$ cat config.mk
export PLATFORM = sky130hd
export DESIGN_NAME = mvu_out_stage
export DESIGN_NICKNAME = d
export VERILOG_FILES = /design/src/rtl/mvu_pkg.sv /design/src/rtl/mvu_out_fifo.sv /design/src/rtl/mvu_out_stage.sv
export SDC_FILE = /design/constraint.sdc
export NUM_CORES = 1
export LEC_CHECK = 0
export ABC_AREA = 1
export BUFFER_PORTS_ARGS = -buffer_cell sky130_fd_sc_hd__clkbuf_2
export CORE_MARGIN = 1.5
export CORE_UTILIZATION = 23
export CTS_CLUSTER_SIZE = 8
export DETAILED_ROUTE_END_ITERATION = 10
export GPL_ROUTABILITY_DRIVEN = 0
export PLACE_DENSITY_LB_ADDON = 0.12
export SYNTH_ARGS = -nofsm -noshare
export SYNTH_HDL_FRONTEND = slang
export SYNTH_SLANG_ARGS = --single-unit
export TNS_END_PERCENT = 1
$ cat constraint.sdc
create_clock -name clk -period 1.9 [get_ports clk]
set_clock_uncertainty 0.05 [all_clocks]
set_input_delay 0.285 -clock clk [delete_from_list [all_inputs] [get_ports clk]]
set_output_delay 0.285 -clock clk [all_outputs]
set_load 0.005 [all_outputs]
$ cat src/rtl/mvu_pkg.sv
// Shared definitions for the matrix-vector unit: counter-width helper and
// the default packed PE accumulator vector type.
package mvu_pkg;

  localparam int unsigned PE_DEF    = 2;
  localparam int unsigned TDSTI_DEF = 16;

  typedef logic [PE_DEF*TDSTI_DEF-1:0] pe_vec_t;

  // Width of a counter over n states; a 1-state counter still needs one bit.
  function automatic int unsigned clog2_min1(input int unsigned n);
    return (n <= 1) ? 1 : $clog2(n);
  endfunction

endpackage

$ cat src/rtl/mvu_out_fifo.sv
// Show-ahead output FIFO for captured PE vectors; exposes its fill count so
// the stage can throttle upstream before the buffer overflows.
module mvu_out_fifo #(
  parameter int unsigned DEPTH = 4,
  parameter int unsigned W     = 32
) (
  input  logic                       clk,
  input  logic                       rst_n,
  input  logic                       i_push,
  input  logic [W-1:0]               i_dat,
  input  logic                       i_pop,
  output logic [W-1:0]               o_dat,
  output logic [$clog2(DEPTH):0]     o_count
);

  localparam int unsigned AW = $clog2(DEPTH);

  logic [W-1:0]  r_mem [DEPTH];
  logic [AW-1:0] r_wr_ptr;
  logic [AW-1:0] r_rd_ptr;
  logic [AW:0]   r_count;

  // NOTE: storage has no reset; only pointers and count define validity, so
  // the array maps onto plain RAM/flops without a reset network.
  always_ff @(posedge clk) begin
    if (i_push) r_mem[r_wr_ptr] <= i_dat;
  end

  // NOTE: all state updates are non-blocking so every register samples the
  // pre-edge values regardless of statement order.
  always_ff @(posedge clk or negedge rst_n) begin
    if (!rst_n) begin
      r_wr_ptr <= '0;
      r_rd_ptr <= '0;
      r_count  <= '0;
    end else begin
      if (i_push) r_wr_ptr <= r_wr_ptr + 1'b1;
      if (i_pop)  r_rd_ptr <= r_rd_ptr + 1'b1;
      case ({i_push, i_pop})
        2'b10:   r_count <= r_count + 1'b1;
        2'b01:   r_count <= r_count - 1'b1;
        default: r_count <= r_count;
      endcase
    end
  end

  assign o_dat   = r_mem[r_rd_ptr];
  assign o_count = r_count;

endmodule

$ cat src/rtl/mvu_out_stage.sv
// PE-array output stage: tracks the synapse fold, captures the accumulator
// vector one cycle after each fold's last beat and streams it out.
module mvu_out_stage
  import mvu_pkg::*;
#(
  parameter int unsigned PE    = 2,
  parameter int unsigned TDstI = 16,
  parameter int unsigned SF    = 4,
  parameter int unsigned DEPTH = 4
) (
  input  logic                  clk,
  input  logic                  rst_n,
  input  logic                  in_v,
  output logic                  in_rdy,
  input  logic [PE*TDstI-1:0]   in_acc,
  output logic                  acc_clr,
  output logic                  out_v,
  input  logic                  out_rdy,
  output logic [PE*TDstI-1:0]   out_dat
);

  localparam int unsigned FW = clog2_min1(SF);
  localparam int unsigned CW = $clog2(DEPTH) + 1;

  logic [FW-1:0] r_fcnt;
  logic          r_cap_pend;
  logic          w_last;
  logic          w_pop;
  logic [CW-1:0] w_count;
  logic [CW:0]   w_occ;

  assign w_last = in_v && (r_fcnt == FW'(SF - 1));

  // The capture always follows the last beat by exactly one cycle, so the
  // pending flag is simply the delayed last-beat strobe.
  always_ff @(posedge clk or negedge rst_n) begin
    if (!rst_n) begin
      r_fcnt     <= '0;
      r_cap_pend <= 1'b0;
    end else begin
      r_cap_pend <= w_last;
      if (in_v) r_fcnt <= w_last ? '0 : r_fcnt + 1'b1;
    end
  end

  assign acc_clr = r_cap_pend;

  // Reserve a slot for the pending capture so a push never meets a full FIFO.
  assign w_occ  = {1'b0, w_count} + {{CW{1'b0}}, r_cap_pend};
  assign in_rdy = w_occ < (CW+1)'(DEPTH);

  assign out_v = (w_count != '0);
  assign w_pop = out_v && out_rdy;

  mvu_out_fifo #(
    .DEPTH (DEPTH),
    .W     (PE*TDstI)
  ) u_fifo (
    .clk     (clk),
    .rst_n   (rst_n),
    .i_push  (r_cap_pend),
    .i_dat   (in_acc),
    .i_pop   (w_pop),
    .o_dat   (out_dat),
    .o_count (w_count)
  );

endmodule

==> impl_metrics.json <==
{
  "status": "finished, violations left",
  "failing_checks": "setup timing",
  "report.power.total_mw": 10.5,
  "critPathArrivalTime_ps": 1580,
  "syn_area_mm2": 0.00568,
  "static-leakage-power_nw": 2.96,
  "worst_slew_pin_slew_ps": 338,
  "floorplan.die.width_um": 160,
  "worst_r2r_endpoint": "u_fifo.o_count[1]",
  "drt-vias-per-instance": 3.94,
  "adder_cell_share_of_the_synthesized_area": 0.0167,
  "fin_crit_ps": 1910,
  "timing.max_slew.rel_slack": 0.775,
  "cp_endpoint_kind": "output port",
  "post_route_cells_drive_above_1_share": 0.260,
  "worstSkewPairLatency_ps": 410,
  "routed_wl_um": 13300,
  "worstSetupPathType": "reg2out",
  "io-pin-count": 71,
  "grt_max_degree": 27,
  "setup_ws_ps": -14.0,
  "die_area_mm2": 0.0256,
  "reg2regPathDepth": 8,
  "final_net_count": 581,
  "maxSlewViolCount": 0,
  "xor_and_xnor_area_share_after_synthesis": 0.00308,
  "detail-route-antenna-nets": 0,
  "routed-via-count": 3447,
  "final-hold-violation-count": 0,
  "cts_buffers": 17,
  "depth_of_the_cts_h_tree": 4,
  "dieHeight_um": 160,
  "synth.ff_latch_count": 138,
  "tritoncts": "done",
  "port_buffers": 70,
  "clockPowerShare": 0.307,
  "synth_top_family_by_area": "buffers and inverters",
  "power_switching_share": 0.324,
  "cp-start-kind": "register",
  "synth-compound-area-share": 0.0872,
  "grt_use_total": 0.107,
  "power-per-cell-area_mw_per_mm2": 1450,
  "drc_viols": 0,
  "fin_setup_tns_ps": -75.0,
  "cts_num_sinks": 138,
  "area_growth_syn_to_layout_pct": 27.6,
  "place_hpwl_um": 7570,
  "finalSetupViolations": 8,
  "clock-root-buffer": "clkbuf_16",
  "overflow": 0,
  "seq_power_share": 0.358,
  "regToRegStartpoint": "u_fifo.o_count[0]",
  "critical_path_rt_ps": 1560,
  "number_of_warning_messages_in_the_yosys_log": 0,
  "initial_utilization": 0.234,
  "r2r_setup_slack_ps": 150,
  "clock.fmax_mhz": 522,
  "netSwitchingPower_mw": 3.41,
  "maxCapViolCount": 0,
  "combPwrFrac": 0.335,
  "drtPass1Iterations": 4,
  "final_min_period_over_clock_period": 1.01,
  "clkSlewWorstSetupHoldPaths_ps": 60,
  "clock_path_buffers": 2,
  "yosysUniqueCellTypes": 18,
  "drt-wirelength-per-cell_um": 15.2,
  "critical_path_peak_fanout": 9,
  "drt_iter0_markers": 168,
  "vdd_drop_max_mv": 0.603,
  "post_synth_and_or_nand_nor_area_fraction": 0.0830,
  "placement_row_count": 57,
  "postSynthNetCount": 486,
  "synth_area_per_cell_um2": 12.8,
  "synth_seq_area_share": 0.721,
  "cellInternalPower_mw": 7.10,
  "antennaDiodeCount": 0,
  "number_of_global_route_vias_before_repair": 3445,
  "rsz_0062_raised_after_global_routing": "yes",
  "antenna_found_initial": 0,
  "timing.hold.worst_path_depth": 1,
  "whs_endpoint": "u_fifo.r_mem[0][22]",
  "synth.mux.area_fraction": 0.00198,
  "synthesis.instances": 443,
  "core-area_mm2": 0.0242,
  "worstHoldStart": "in_acc[22]",
  "holdCritPathClass": "in2reg",
  "grt_pass1_wl_um": 20100
}
-- final cells by class --
class                      count  area [um2]
multi-input combinational    200        1110
clock inverter                14         148
tap                          324         405
inverter                      83         319
clock buffer                  18         429
timing repair buffer          98         738
fill                        2525       17000
sequential                   138        4100
-- layout by cell type, fill, tap and decap left out, types with 3 or more instances in the layout --
| cell | count |
|---|---|
| ha_1 | 6 |
| nand2_2 | 6 |
| edfxtp_1 | 128 |
| inv_1 | 75 |
| clkinvlp_4 | 5 |
| inv_2 | 6 |
| o211ai_1 | 64 |
| clkbuf_2 | 68 |
| nand3_1 | 5 |
| buf_4 | 15 |
| buf_12 | 4 |
| clkinv_1 | 3 |
| o21ai_0 | 3 |
| dfrtp_1 | 8 |
| clkbuf_16 | 20 |
| nand2_1 | 110 |
-- worst max-delay path, stage by stage, from the launching register on --
cell and delay [ps]:
dfrtp_2 440, inv_8 100, buf_6 130, clkbuf_16 170, nand2_1 50, o211ai_1 80, nand2_1 70, clkbuf_2 110
-- per-stage QoR --
stage                util  worst slack, ps  cell area [um2]  std cells  hold slack (ps)
floorplan               -              172             5680        443            -60.6
CTS                 0.295            -73.7             7150        871             13.5
global route        0.299             -131             7250        875             14.9
finish              0.299            -14.0             7250        875             33.5
detailed placement  0.265             16.1             6430        832              138
global placement    0.265              121             6430        832              133
-- cells in the mapped netlist, drive strengths merged --
master	instances	share of area
nand3	6	0.0053
o211ai	64	0.085
inv	83	0.055
edfxtp	128	0.68
dfrtp	10	0.044
nand4	1	0.0011
ha	6	0.013
o21ai	3	0.0026
clkbuf	2	0.0013
xor2	1	0.0015
nand2	116	0.077
fa	1	0.0035
buf	20	0.031
mux2	1	0.0020
xnor2	1	0.0015
-- sequential cells by signal (all words and copies together), names as in the netlist --
name	flops
u_fifo.r_wr_ptr	2
u_fifo.o_count	3
u_fifo.r_rd_ptr	2
r_fcnt	2
u_fifo.r_mem	128
acc_clr	1
-- cell families after synthesis --
logic type	after synthesis
multiplexers	1
adder cells (fa/ha/maj)	7
XOR/XNOR	2
buffers and inverters	105
flip-flops	138
AO/OA/AOI/OAI	67
AND/OR/NAND/NOR	123
-- what timing repair did --
action                                  CTS  global route
gates resized for setup                   8            11
hold buffers                              1             0
endpoints found under the setup margin   30            34
endpoints found under the hold margin    10             0
pin swaps                                10            10
buffers inserted                          4             2
gates cloned                              2             3
-- worst max path at each step --
stage | start | end | depth (start not counted) | slack [ps]
floorplan | u_fifo.r_wr_ptr[0] | u_fifo.r_mem[2][0] | 4 | 170
global route | u_fifo.r_rd_ptr[0] | out_dat[10] | 6 | -130
detailed placement | u_fifo.o_count[0] | u_fifo.o_count[1] | 8 | 20
global placement | u_fifo.o_count[0] | u_fifo.o_count[2] | 11 | 120
CTS | u_fifo.r_rd_ptr[0] | out_dat[1] | 5 | -70
finish | u_fifo.r_rd_ptr[0] | out_dat[2] | 7 | -10
-- power by group through the flow --
stage	logic, mW	clock network (mW)	registers (mW)
after floorplan	1.93	0	3.77
after global placement	2.98	0	3.80
after detailed placement	3.02	0	3.81
after CTS	3.41	3.32	3.76
after global routing	3.96	3.45	3.79
final	3.52	3.23	3.76
-- per-layer routing --
layer	GRT usage	part of all wire	wire length (um)
met1	0.129	0.47	6200
met2	0.179	0.48	6410
met3	0.0340	0.036	475
met4	0.0395	0.016	206
met5	0	0	0
(Power assumes the default switching activity.)
